===== config.mk =====
export PLATFORM = sky130hd
export DESIGN_NAME = keypad_responder_flat
export DESIGN_NICKNAME = d
export VERILOG_FILES = /design/src/rtl/keypad_pkg.sv /design/src/rtl/keypad_responder_if.sv /design/src/rtl/keypad_responder_key_map.sv /design/src/rtl/keypad_responder.sv /design/src/flat_wrapper.sv
export SDC_FILE = /design/constraint.sdc
export NUM_CORES = 1
export LEC_CHECK = 0
export ABC_AREA = 1
export ABC_CLOCK_PERIOD_IN_PS = 2900
export CAP_MARGIN = 20
export CELL_PAD_IN_SITES_DETAIL_PLACEMENT = 0
export CELL_PAD_IN_SITES_GLOBAL_PLACEMENT = 1
export CORE_MARGIN = 8
export CORE_UTILIZATION = 43
export CTS_BUF_LIST = sky130_fd_sc_hd__clkbuf_8 sky130_fd_sc_hd__clkbuf_16
export DETAILED_ROUTE_END_ITERATION = 6
export PLACE_DENSITY = 0.83
export SLEW_MARGIN = 20
export SYNTH_ARGS = -nofsm -noshare
export SYNTH_HDL_FRONTEND = slang
export SYNTH_HIERARCHICAL = 1
export SYNTH_SLANG_ARGS = --single-unit

===== constraint.sdc =====
create_clock -name clk -period 2.9 [get_ports clk]
set_input_delay 0.725 -clock clk [delete_from_list [all_inputs] [get_ports clk]]
set_output_delay 0.725 -clock clk [all_outputs]
set_load 0.005 [all_outputs]

===== src/rtl/keypad_pkg.sv =====
// Shared keypad definitions: matrix geometry, responder FSM states and the
// key-code to row/column one-hot decode used by both scanner and responder.
package keypad_pkg;

    localparam int KP_ROWS     = 4;
    localparam int KP_COLS     = 3;
    localparam int KP_NUM_KEYS = 12;

    typedef enum logic [1:0] {
        ST_IDLE   = 2'd0,
        ST_BOUNCE = 2'd1,
        ST_HOLD   = 2'd2,
        ST_GAP    = 2'd3
    } kp_state_e;

    typedef struct packed {
        logic [KP_ROWS-1:0] row_oh;
        logic [KP_COLS-1:0] col_oh;
        logic               valid;
    } kp_key_t;

    // row = code/3, column = code%3; codes 12-15 decode to all-zero and invalid
    function automatic kp_key_t kp_decode(input logic [3:0] code);
        kp_key_t    k;
        logic [3:0] col_idx;
        k       = '0;
        col_idx = 4'd0;
        if (code < 4'd3) begin
            k.row_oh = 4'b0001;
            col_idx  = code;
        end else if (code < 4'd6) begin
            k.row_oh = 4'b0010;
            col_idx  = code - 4'd3;
        end else if (code < 4'd9) begin
            k.row_oh = 4'b0100;
            col_idx  = code - 4'd6;
        end else if (code < 4'(KP_NUM_KEYS)) begin
            k.row_oh = 4'b1000;
            col_idx  = code - 4'd9;
        end else begin
            k.row_oh = 4'b0000;
        end
        k.valid = (code < 4'(KP_NUM_KEYS));
        case (col_idx)
            4'd0:    k.col_oh = k.valid ? 3'b001 : 3'b000;
            4'd1:    k.col_oh = 3'b010;
            4'd2:    k.col_oh = 3'b100;
            default: k.col_oh = 3'b000;
        endcase
        return k;
    endfunction

endpackage


===== src/rtl/keypad_responder_if.sv =====
// Key-request handshake plus scanner-facing column strobe / row return.
// master = requester/scanner side, slave = keypad responder.
interface keypad_responder_if;
    import keypad_pkg::*;

    logic                key_valid;
    logic [3:0]          key_code;
    logic                key_ready;
    logic [KP_COLS-1:0]  columnSel;
    logic [KP_ROWS-1:0]  scanData;
    logic                pressed;
    logic                done;
    logic                err;

    modport master (
        output key_valid, key_code, columnSel,
        input  key_ready, scanData, pressed, done, err
    );

    modport slave (
        input  key_valid, key_code, columnSel,
        output key_ready, scanData, pressed, done, err
    );
endinterface


===== src/rtl/keypad_responder_key_map.sv =====
// Registered decode of an accepted key code into latched row/column
// one-hots, plus a one-cycle error pulse for out-of-range codes.
module keypad_key_map
    import keypad_pkg::*;
(
    input  logic               clk,
    input  logic               rst,
    input  logic               load,
    input  logic [3:0]         code,
    output logic [KP_ROWS-1:0] row_oh,
    output logic [KP_COLS-1:0] col_oh,
    output logic               err
);

    kp_key_t            dec_s;
    logic [KP_ROWS-1:0] row_oh_d, row_oh_q;
    logic [KP_COLS-1:0] col_oh_d, col_oh_q;
    logic               err_d, err_q;

    assign dec_s = kp_decode(code);

    // Latch the decode only for valid accepts so an invalid code cannot disturb the last key
    always_comb begin
        row_oh_d = row_oh_q;
        col_oh_d = col_oh_q;
        err_d    = 1'b0;
        if (load) begin
            if (dec_s.valid) begin
                row_oh_d = dec_s.row_oh;
                col_oh_d = dec_s.col_oh;
            end else begin
                err_d = 1'b1;
            end
        end else begin
            err_d = 1'b0;
        end
    end

    // Decode registers with synchronous active-low reset
    always_ff @(posedge clk) begin
        if (!rst) begin
            row_oh_q <= 4'b0000;
            col_oh_q <= 3'b000;
            err_q    <= 1'b0;
        end else begin
            row_oh_q <= row_oh_d;
            col_oh_q <= col_oh_d;
            err_q    <= err_d;
        end
    end

    assign row_oh = row_oh_q;
    assign col_oh = col_oh_q;
    assign err    = err_q;

endmodule


===== src/rtl/keypad_responder.sv =====
// Behavioural 4x3 keypad: accepts key presses and answers column strobes
// with row data, modelling contact bounce, hold and release gap.
module keypad_responder
    import keypad_pkg::*;
#(
    parameter int HOLD_CYCLES    = 1000,
    parameter int BOUNCE_TOGGLES = 4,
    parameter int BOUNCE_PERIOD  = 8,
    parameter int GAP_CYCLES     = 200
) (
    input  logic                clk,
    input  logic                rst,
    keypad_responder_if.slave   kp
);

    localparam logic [15:0] BOUNCE_LOAD = 16'(BOUNCE_TOGGLES * BOUNCE_PERIOD - 1);
    localparam logic [15:0] PERIOD_LOAD = 16'(BOUNCE_PERIOD - 1);
    localparam logic [15:0] HOLD_LOAD   = 16'(HOLD_CYCLES - 1);
    localparam logic [15:0] GAP_LOAD    = 16'(GAP_CYCLES - 1);

    kp_state_e          state_d, state_q;
    logic [15:0]        cnt_d, cnt_q;
    logic [15:0]        phase_d, phase_q;
    logic               open_d, open_q;
    logic               ready_d, ready_q;
    logic               pressed_d, pressed_q;
    logic               done_d, done_q;
    logic [KP_ROWS-1:0] scan_d, scan_q;
    logic               accept_s;
    kp_key_t            dec_s;
    logic [KP_ROWS-1:0] row_oh_s;
    logic [KP_COLS-1:0] col_oh_s;
    logic               err_s;

    assign dec_s    = kp_decode(kp.key_code);
    assign accept_s = kp.key_valid & ready_q;

    keypad_key_map u_key_map (
        .clk    (clk),
        .rst    (rst),
        .load   (accept_s),
        .code   (kp.key_code),
        .row_oh (row_oh_s),
        .col_oh (col_oh_s),
        .err    (err_s)
    );

    // Next-state, counter and registered-output logic; outputs are derived
    // from the next state so they line up with the state they describe.
    always_comb begin
        state_d = state_q;
        cnt_d   = cnt_q;
        phase_d = phase_q;
        open_d  = open_q;
        case (state_q)
            ST_IDLE: begin
                if (accept_s && dec_s.valid) begin
                    if (BOUNCE_TOGGLES == 0) begin
                        state_d = ST_HOLD;
                        cnt_d   = HOLD_LOAD;
                    end else begin
                        state_d = ST_BOUNCE;
                        cnt_d   = BOUNCE_LOAD;
                        phase_d = PERIOD_LOAD;
                        open_d  = 1'b0;
                    end
                end else begin
                    state_d = ST_IDLE;
                end
            end
            ST_BOUNCE: begin
                if (cnt_q == 16'd0) begin
                    state_d = ST_HOLD;
                    cnt_d   = HOLD_LOAD;
                    open_d  = 1'b0;
                end else begin
                    cnt_d = cnt_q - 16'd1;
                    // Contact flips at every bounce-period boundary
                    if (phase_q == 16'd0) begin
                        phase_d = PERIOD_LOAD;
                        open_d  = ~open_q;
                    end else begin
                        phase_d = phase_q - 16'd1;
                    end
                end
            end
            ST_HOLD: begin
                if (cnt_q == 16'd0) begin
                    state_d = ST_GAP;
                    cnt_d   = GAP_LOAD;
                end else begin
                    cnt_d = cnt_q - 16'd1;
                end
            end
            ST_GAP: begin
                if (cnt_q == 16'd0) begin
                    state_d = ST_IDLE;
                end else begin
                    cnt_d = cnt_q - 16'd1;
                end
            end
            default: begin
                state_d = ST_IDLE;
            end
        endcase

        ready_d   = (state_d == ST_IDLE);
        pressed_d = ((state_d == ST_BOUNCE) && !open_d) || (state_d == ST_HOLD);
        done_d    = (state_d == ST_GAP) && (cnt_d == 16'd0);
        // Row lines wire-OR across every selected column that matches
        if (pressed_q && (|(kp.columnSel & col_oh_s))) begin
            scan_d = row_oh_s;
        end else begin
            scan_d = 4'b0000;
        end
    end

    // State, counters and registered outputs with synchronous active-low reset
    always_ff @(posedge clk) begin
        if (!rst) begin
            state_q   <= ST_IDLE;
            cnt_q     <= 16'd0;
            phase_q   <= 16'd0;
            open_q    <= 1'b0;
            ready_q   <= 1'b0;
            pressed_q <= 1'b0;
            done_q    <= 1'b0;
            scan_q    <= 4'b0000;
        end else begin
            state_q   <= state_d;
            cnt_q     <= cnt_d;
            phase_q   <= phase_d;
            open_q    <= open_d;
            ready_q   <= ready_d;
            pressed_q <= pressed_d;
            done_q    <= done_d;
            scan_q    <= scan_d;
        end
    end

    assign kp.key_ready = ready_q;
    assign kp.pressed   = pressed_q;
    assign kp.done      = done_q;
    assign kp.scanData  = scan_q;
    assign kp.err       = err_s;

endmodule


===== src/flat_wrapper.sv =====
// flat-port wrapper written by rule: the top's interface ports become plain ports
module keypad_responder_flat import keypad_pkg::*;
#(
    parameter int HOLD_CYCLES    = 1000,
    parameter int BOUNCE_TOGGLES = 4,
    parameter int BOUNCE_PERIOD  = 8,
    parameter int GAP_CYCLES     = 200
)
  (clk, rst, kp_key_valid, kp_key_code, kp_columnSel, kp_key_ready, kp_scanData, kp_pressed, kp_done, kp_err);
  keypad_responder_if kp_i ();
  input  logic clk;
  input  logic rst;
  input wire logic [$bits(kp_i.key_valid)-1:0] kp_key_valid;
  input wire logic [$bits(kp_i.key_code)-1:0] kp_key_code;
  input wire logic [$bits(kp_i.columnSel)-1:0] kp_columnSel;
  output wire logic [$bits(kp_i.key_ready)-1:0] kp_key_ready;
  output wire logic [$bits(kp_i.scanData)-1:0] kp_scanData;
  output wire logic [$bits(kp_i.pressed)-1:0] kp_pressed;
  output wire logic [$bits(kp_i.done)-1:0] kp_done;
  output wire logic [$bits(kp_i.err)-1:0] kp_err;
  assign kp_i.key_valid = kp_key_valid;
  assign kp_i.key_code = kp_key_code;
  assign kp_i.columnSel = kp_columnSel;
  assign kp_key_ready = kp_i.key_ready;
  assign kp_scanData = kp_i.scanData;
  assign kp_pressed = kp_i.pressed;
  assign kp_done = kp_i.done;
  assign kp_err = kp_i.err;
  keypad_responder #(.HOLD_CYCLES(HOLD_CYCLES), .BOUNCE_TOGGLES(BOUNCE_TOGGLES), .BOUNCE_PERIOD(BOUNCE_PERIOD), .GAP_CYCLES(GAP_CYCLES)) u_core (.clk(clk), .rst(rst), .kp(kp_i));
endmodule

### Word-level counts from Yosys, hierarchy flattened

Cells that the tools add are included.

* register bits: 50

* add/sub/neg operators: 5
* $lt $le $gt $ge: 4
* equality and inequality tests: 10
* mux-type cells: 27
* bitwise gates (word level): 3
* reduce and logical (&&, ||, !) cells: 18

Operators with widths (count)
* 16-bit 2-to-1 mux: 7
* 16-bit one-hot mux with 4 select lines: 1
* 16-bit logical NOT: 3
* 16-bit one-hot mux with 2 select lines: 1
* 16-bit by 1-bit subtractor with 16-bit output, second input constant: 2
* 4-bit 2-to-1 mux: 7
* 3-bit one-hot mux with 3 select lines: 1
* 2-bit == test, second input constant: 4
* 4-bit less-than comparator, second input constant: 2
* 2-bit one-hot mux with 4 select lines: 1
* 2-bit 2-to-1 mux: 3
* 2-bit AND reduction: 3
* 1-bit 2-to-1 mux: 5
* 2-bit by 1-bit == test with 1-bit output, second input constant: 2
* 4-bit by 1-bit == test with 1-bit output, second input constant: 1
* 4-bit by 2-bit == test with 1-bit output, second input constant: 1
* 1-bit logical AND: 4
* 2-bit logical NOT: 2
* 4-bit logical NOT: 1
* 4-bit by 2-bit less-than comparator with 1-bit output, second input constant: 1
* 4-bit by 3-bit less-than comparator with 1-bit output, second input constant: 1
* 4-bit by 2-bit subtractor with 4-bit output, second input constant: 1
* 4-bit by 3-bit subtractor with 4-bit output, second input constant: 1
* 4-bit subtractor, second input constant: 1
* other kinds (11): 11

### Logic depth before layout (Yosys ltp)

Gate-level depths: netlist (run 1).

* depth in word-level cells: 7
* mapped depth: 14

### Hierarchy

Netlist (run 1), hierarchy kept.

Modules (own cells, without submodules)
* keypad_responder: instances 1, cells each 381, area an instance 2553.7 µm²
* keypad_key_map: instances 1, cells each 86, area an instance 563.0 µm²

### Worst setup path before layout (run 1)

Ideal clock, no wire load.

* kind: flip-flop to flip-flop
* start: reg u_core.cnt_q[0]
* end: reg u_core.done_q, in the netlist u_core/kp.done
* arrival time: 1.903 ns
* required time: 2.827 ns
* setup slack: 0.924 ns
* stages on the path, launching flop included: 14
* period minus slack after synthesis: 1.976 ns
* cells stage by stage: dfxtp_1 > inv_1 > ha_1 > nand2_2 > nor2_1 > nand3_2 > ha_1 > a22oi_1 > nand2_1 > nor2_1 > nand3_1 > nor2_1 > nand3_1 > nor3_2

* longest elaborated chain between the ends: 5

Ends and longest elaborated chain
* start: declaration: line keypad_responder.sv:22 `logic [15:0] cnt_d, cnt_q;`
* start signal: assignment: line keypad_responder.sv:131 `cnt_q <= cnt_d;`
* 16-bit by 1-bit subtractor with 16-bit output or 16-bit logical NOT (tied branches)
* 16-bit 2-to-1 mux, or another cell as far along: line keypad_responder.sv:96 `if (cnt_q == 16'd0) begin`
* 16-bit one-hot mux with 4 select lines or 2-bit one-hot mux with 4 select lines (tied branches): line keypad_responder.sv:55 `case (state_q)`
* 16-bit logical NOT or 2-bit == test (tied branches): line keypad_responder.sv:109 `done_d = (state_d == ST_GAP) && (cnt_d == 16'd0);`
* 1-bit logical AND *: line keypad_responder.sv:109
* end signal: assignment: line keypad_responder.sv:136 `done_q <= done_d;`
* end: declaration: line keypad_responder.sv:27 `logic done_d, done_q;`

Mark *: on every way between the ends. The rest lies on a longest branch, timed or not.
A chain may end at the register's enable or synchronous reset.

### Worst setup path after layout (run 1)

Same ends and word-level chain as after synthesis.

==> results of run 1 <==
==> logic make-up (layout without fill, tap and decap cells) <==
family / after synthesis / in the layout
simple gates: 274 / 274
fa+ha+maj: 10 / 10
flops: 50 / 50
compound gates: 56 / 56
buf+inv: 68 / 89
xor+xnor: 9 / 9
==> cell type report <==
| cell class | instances | area [um^2] | area share [%] |
|---|---|---|---|
| Sequential cell | 50 | 1000 | 28.7 |
| Inverter | 60 | 228 | 6.53 |
| Timing Repair Buffer | 21 | 200 | 5.74 |
| Multi-Input combinational cell | 349 | 1820 | 52.3 |
| Clock inverter | 3 | 43.8 | 1.26 |
| Clock buffer | 5 | 68.8 | 1.97 |
| Tap cell | 99 | 124 | 3.55 |
==> registers in the layout (all words and copies together), names as in the netlist <==
name,count
u_core/cnt_q,16
u_core/phase_q,16
u_core/kp.scanData,4
u_core/u_key_map/row_oh,4
u_core/u_key_map/col_oh,3
u_core/state_q,2
u_core/kp.done,1
u_core/kp.key_ready,1
u_core/kp.pressed,1
u_core/open_q,1
u_core/u_key_map/err,1
==> routing by layer <==
| layer | vias up | share of wire [%] | track usage (%) |
|---|---|---|---|
| met2 | 56 | 47 | 25.8 |
| met1 | 1355 | 46 | 18.1 |
| met4 | 0 | 2.4 | 5.61 |
| li1 | 1543 | - | - |
| met3 | 13 | 4.1 | 2.68 |
| met5 | - | 0 | 0 |
==> power by group through the flow <==
| stage | logic, W | registers, W | clock network, W |
|---|---|---|---|
| final | 0.00280 | 0.00106 | 0.000498 |
| after global routing | 0.00319 | 0.00109 | 0.000552 |
| after CTS | 0.00279 | 0.00106 | 0.000521 |
| after detailed placement | 0.00278 | 0.00107 | 0 |
| after global placement | 0.00277 | 0.00107 | 0 |
| after floorplan | 0.00233 | 0.00102 | 0 |
==> worst paths after layout <==
kind              cells past startpoint                          endpoint
hold reg to reg                       2  u_core/kp.scanData[1]$_SDFF_PN0_
setup reg to reg                     13         u_core/kp.done$_SDFF_PN0_
setup / recovery                     13         u_core/kp.done$_SDFF_PN0_
hold / removal                        2  u_core/kp.scanData[1]$_SDFF_PN0_
==> critical path, cell delays in order, from the launching register on <==
cell     delay (ns)
dfxtp_1        0.33
inv_1          0.10
ha_1           0.28
nand2_2        0.14
nor2_1         0.14
nand3_2        0.19
ha_1           0.33
a22oi_1        0.21
nand2_1        0.07
nor2_1         0.13
nand3_1        0.10
nor2_1         0.12
nand3_1        0.11
nor3_2         0.11
==> stage by stage <==
| stage | instances | setup slack, ns | hold WS (ns) |
|---|---|---|---|
| 5_1_grt | 587 | 0.194 | 0.472 |
| 4_1_cts | 587 | 0.470 | 0.433 |
| 2_1_floorplan | 467 | 0.924 | 0.408 |
| 3_3_place_gp | 579 | 0.331 | 0.420 |
| 3_5_place_dp | 579 | 0.283 | 0.418 |
| 6_report | 587 | 0.461 | 0.434 |
==> placed cells by master, fill, tap and decap left out, types with 2 or more instances in the layout <==
cell type | synthesis | final
o21ai_1 | 4 | 4
dfxtp_1 | 50 | 50
ha_1 | 10 | 10
nand3b_1 | 2 | 2
nand4_1 | 13 | 13
nand2_1 | 103 | 103
nor2_1 | 77 | 77
o211ai_1 | 3 | 3
clkbuf_8 | 0 | 5
inv_1 | 55 | 55
xor2_1 | 8 | 8
nor3_1 | 2 | 2
nor2_2 | 5 | 5
o21bai_1 | 2 | 2
o21ai_0 | 13 | 13
nand2_2 | 9 | 9
nand3_2 | 4 | 4
a31oi_1 | 3 | 3
a21oi_2 | 2 | 2
nand2_4 | 2 | 2
nor2_4 | 7 | 7
nand3_1 | 45 | 45
a21oi_1 | 23 | 23
nor4_1 | 2 | 2
clkdlybuf4s50_1 | 0 | 17
inv_2 | 4 | 4
buf_4 | 1 | 4
==> flow_summary_export.csv, run 1 <==
group,metric,value,unit
pwr,p_switching,0.00232,W
drt,wl,7390,um
drt,drt_iter0_markers,122,
synth,synth.most_common_cell,"nand2_1",
floorplan,die_area,10200,um^2
cells_and_area,area_growth,11.9,%
cts,post-cts-setup-buffers,0,
drt,drc,0,
synth,synth-xor-area-share,2.53,%
cts,cts_root_buf,"clkbuf_8",
timing,fin_setup_tns,0,ns
cts,cts-resized-gates,0,
cts,clockBufferDepth,2,
synth,synth_edf_count,0,
synth,synth_cells,467,
cts,cts_tree,"yes",
critical_path,setup.worst_path.start_class,"flip-flop",
drt,antenna_left,0,
timing,rsz0062_at_grt,"false",
drt,vias,2967,
global_route,grt_pass1_wl,12500,um
synth,synthMuxAreaShare,0,%
pwr,power.leakage,1.59,nW
timing,fin_crit_sh,84.1,%
drt,drt_first_pass_iters,4,
synth,yosys-top-cells-area,"dfxtp_1 (32%), nand2_1 (12%), nor2_1 (9.3%)",
timing,hold_violations,0,
synth,synth.distinct_cells,39,
synth,synth_top_area_cell,"dfxtp_1",
synth,syn-cell-area,3120,um^2
critical_path,critPathLaunch,"u_core/cnt_q[0]$_SDFF_PN0_",
synth,synth_seq_cells,50,
floorplan,io_pins,18,
cells_and_area,postLayoutCoreUtil,48.9,%
synth,ys_top_cells_by_count,"nand2_1 (103), nor2_1 (77), inv_1 (55)",
pwr,combPwrFrac,64.2,%
synth,ys_seq_area_share,32.1,%
drt,wl_per_cell,12.6,um
pwr,peakVddDrop,0.595,mV
cells_and_area,fin_area,3490,um^2
flow_run,maxCapViolCount,0,
outcome,status,"complete, no violations",
pwr,p_clk_share,11.4,%
global_route,overflow,0,
critical_path,setup.worst_path.class,"flip-flop to flip-flop",
timing,slew_violations,0,
drt,viasPerCell,5.05,
global_route,grt_max_degree,22,
cts,clock-sinks,50,
timing,fin_crit,2.44,ns
timing,slew_headroom,67.0,%
cells_and_area,final_nets,507,
critical_path,worst-r2r-setup-slack,0.46,ns
floorplan,die_h,101,um
placed_design,placed_area,3380,um^2
placed_design,dp_hpwl,5590,um
critical_path,crit_fanout,6,
synth,syn_avg_cell_area,6.67,um^2
synth,async_flop_share,0,%
pwr,sw_frac_of_total,53.2,%
synth,synth_compound_area_share,10.6,%
placed_design,io_buffer_count,17,
pwr,intPower,0.00204,W
global_route,grt_antenna_before_repair,0,
synth,synthSimpleGateAreaFrac,41.3,%
timing,setup_viol,0,
floorplan,start_util,43.7,%
synth,synth_warnings,6,
pwr,p_per_area,1250,nW/um^2
floorplan,fp-row-count,31,
floorplan,design.core.area,7140,um^2
pwr,seqPwrFrac,24.4,%
cts,cts_buffers,5,
timing,clock_skew,0.00900,ns
global_route,grt_pass1_vias,2688,
pwr,total_power,0.00436,W
floorplan,die_w,101,um
cts,clock_latency,0.30,ns
global_route,grt.total_usage,15.0,%
timing,tightest_slew,0.490,ns
synth,synth_top_area_share,32.1,%
worst_hold_path,hold_start,"u_core/u_key_map/row_oh[1]$_SDFFE_PN0P_",
synth,synth_top_family_by_area,"simple AND/OR/NAND/NOR gates",
timing,max_freq,0.410,GHz
placed_design,place.gp.congestion,0.871,
critical_path,required,3.13,ns
synth,synth_flop_cell,"dfxtp_1",
cts,h-tree-depth,2,
synth,synthAdderAreaFrac,4.01,%
critical_path,arrival,2.67,ns
synth,synthesis.nets,487,
cells_and_area,drive_gt1_share,10.5,%
cells_and_area,diodes,0,
cells_and_area,n_fill_cell,769,
critical_path,crit_path_end_kind,"flip-flop",
cts,cts_hold_buf,0,
critical_path,r2r-start,"u_core/cnt_q[0]$_SDFF_PN0_",
worst_hold_path,min_path_type,"flip-flop to flip-flop",
cts,clk_pin_slew,0.09,ns
Note: power is estimated with default switching activity, not from simulation.
==> run 2, diff against run 1 <==
ABC_CLOCK_PERIOD_IN_PS = 2260   (was 2900)
clock period = 2.26 ns   (was 2.9 ns; I/O delays follow)
==> run 2 against run 1 <==
Final cell count is 2.6% higher; die area unchanged; hold slack got worse by 0.0064 ns; via count is 0.61% higher; power rose by 33%.
==> flow_summary_export.csv, run 2 (synthesis results as in run 1) <==
group,metric,value,unit
global_route,grt_max_degree,22,
floorplan,start_util,43.7,%
global_route,grt_pass1_wl,12800,um
placed_design,place.gp.congestion,0.939,
worst_hold_path,min_path_type,"flip-flop to flip-flop",
critical_path,crit_chain,"inv_1, ha_1, nand2_2, nor2_1, nand3_2, ha_1, a22oi_1, nand2_1, nor2_1, nand3_1, nor2_2, nand3_1, nor3_2",
cells_and_area,layout_commonest_cell,"nand2_1",
critical_path,crit_fanout,3,
pwr,peakVddDrop,0.865,mV
worst_hold_path,hold_depth,2,
critical_path,critPathLaunch,"u_core/cnt_q[0]$_SDFF_PN0_",
critical_path,r2r_cells,13,
cts,clockBufferDepth,2,
timing,hold_violations,0,
placed_design,dp_cells,595,
timing,setup_viol,0,
critical_path,required,2.50,ns
timing,rsz0062_at_grt,"false",
critical_path,critPathMaxStageDelay,0.34,ns
cells_and_area,drive_gt1_share,13.3,%
cells_and_area,final_cell_mix,"nand2_1 (103), nor2_1 (76), inv_1 (55), dfxtp_1 (50), nand3_1 (45)",
floorplan,die_area,10200,um^2
cells_and_area,diodes,0,
pwr,p_per_area,1610,nW/um^2
cts,clk_pin_slew,0.09,ns
critical_path,setup.worst_path.start_class,"flip-flop",
floorplan,die_h,101,um
cts,cts_tree,"yes",
pwr,power.leakage,1.65,nW
timing,whs,0.428,ns
cts,clock-sinks,50,
global_route,grt_antenna_before_repair,0,
timing,tightest_slew,0.531,ns
outcome,status,"complete, no violations",
timing,fin_crit_sh,91.9,%
critical_path,setup.worst_path.class,"flip-flop to flip-flop",
global_route,grt_pass1_vias,2851,
drt,vias,2985,
placed_design,dp_hpwl,5860,um
drt,drc,0,
cts,cts_root_buf,"clkbuf_8",
cells_and_area,fin_cells,602,
timing,max_freq,0.481,GHz
drt,drt_iter0_markers,109,
cts,clock_latency,0.30,ns
cts,h-tree-depth,2,
floorplan,die_w,101,um
flow_run,maxCapViolCount,0,
cells_and_area,area_growth,15.1,%
floorplan,design.core.area,7140,um^2
floorplan,io_pins,18,
drt,antenna_left,0,
critical_path,r2r-end,"u_core/kp.done$_SDFF_PN0_",
placed_design,io_buffer_count,17,
worst_hold_path,whs_endpoint,"u_core/kp.scanData[1]$_SDFF_PN0_",
drt,drt_first_pass_iters,5,
timing,slew_violations,0,
critical_path,crit_path_end_kind,"flip-flop",
cts,cts_buffers,5,
timing,fin_setup_tns,0,ns
critical_path,arrival,2.31,ns
drt,viasPerCell,4.96,
critical_path,r2r-start,"u_core/cnt_q[0]$_SDFF_PN0_",
critical_path,critical_path.slowest_cell,"dfxtp_1",
drt,wl_per_cell,12.5,um
timing,slew_headroom,64.3,%
cells_and_area,final_nets,523,
cells_and_area,reg_top3,"u_core/cnt_q (16), u_core/phase_q (16)",
critical_path,worst-r2r-setup-slack,0.18,ns
global_route,overflow,0,
drt,wl,7530,um
worst_hold_path,hold_start,"u_core/u_key_map/row_oh[1]$_SDFFE_PN0P_",
timing,fin_crit,2.08,ns
critical_path,critPathBufInv,1,
global_route,grt.total_usage,15.4,%
floorplan,fp-row-count,31,
timing,clock_skew,0.00804,ns
cts,cts_hold_buf,0,
critical_path,cpLargestDelayFamily,"simple AND/OR/NAND/NOR gates",
## run 2: cell types whose count changed in the layout (fill, tap and decap cells not counted)
| cell | delta |
|---|---|
| nor2_1 | -1 |
| bufinv_16 | -1 |
| buf_4 | +16 |
| nand2_4 | +1 |
| nor2_2 | +1 |
| nand2_2 | -1 |
## run 2: where the power goes
part	switching [W]	internal, W	total [W]	leakage (nW)
sequential	0.000250	0.00111	0.00136	0.407
clock	0.000304	0.000215	0.000519	0.0444
combinational	0.00252	0.00139	0.00391	1.20
total	0.00307	0.00272	0.00579	1.65
## run 2: worst max-delay path by stage
stage,endpoint,slack [ns],cells after the start
floorplan,u_core/kp.done$_SDFF_PN0_,0.28,13
global placement,u_core/phase_q[3]$_SDFFE_PN0P_,0.05,11
detailed placement,u_core/phase_q[3]$_SDFFE_PN0P_,-0.005,11
CTS,u_core/kp.done$_SDFF_PN0_,0.14,13
global route,u_core/kp.done$_SDFF_PN0_,0.02,13
finish,u_core/kp.done$_SDFF_PN0_,0.18,13
## run 2: per-stage QoR
step	utilization, %	cell area [um^2]	total power, W	worst slack (ns)
4_1_cts	50.1	3580	0.00576	0.140
5_1_grt	50.2	3590	0.00638	0.0169
3_3_place_gp	49.0	3500	0.00522	0.0525
2_1_floorplan	-	3120	0.00429	0.284
6_report	50.2	3590	0.00579	0.183
3_5_place_dp	49.0	3500	0.00522	-0.00496
## run 2: layout make-up
class                   count  area, um^2
clock buffers               5        68.8
clock inverters             2        13.8
fillers                   771        3550
inverters                  60         228
multi-input cells         349        1830
flip-flops and latches     50        1000
well taps                  99         124
repair buffers             37         320
## run 2: routing by layer
metal,global-route usage [%],vias up,wire length (um)
met1,18.6,1349,3490
met2,27.2,56,3610
li1,-,1574,-
met5,0,-,0
met3,2.27,6,298
met4,4.93,0,131
## run 2: timing repair
action,in CTS,in global routing
setup endpoints to repair,0,1
setup buffers,0,0
resized for setup,0,2
## run 2: tightest hold or removal path: stages, from the launching register on
cell and delay (ns):
dfxtp_1 0.32, inv_1 0.04, nor2_1 0.03
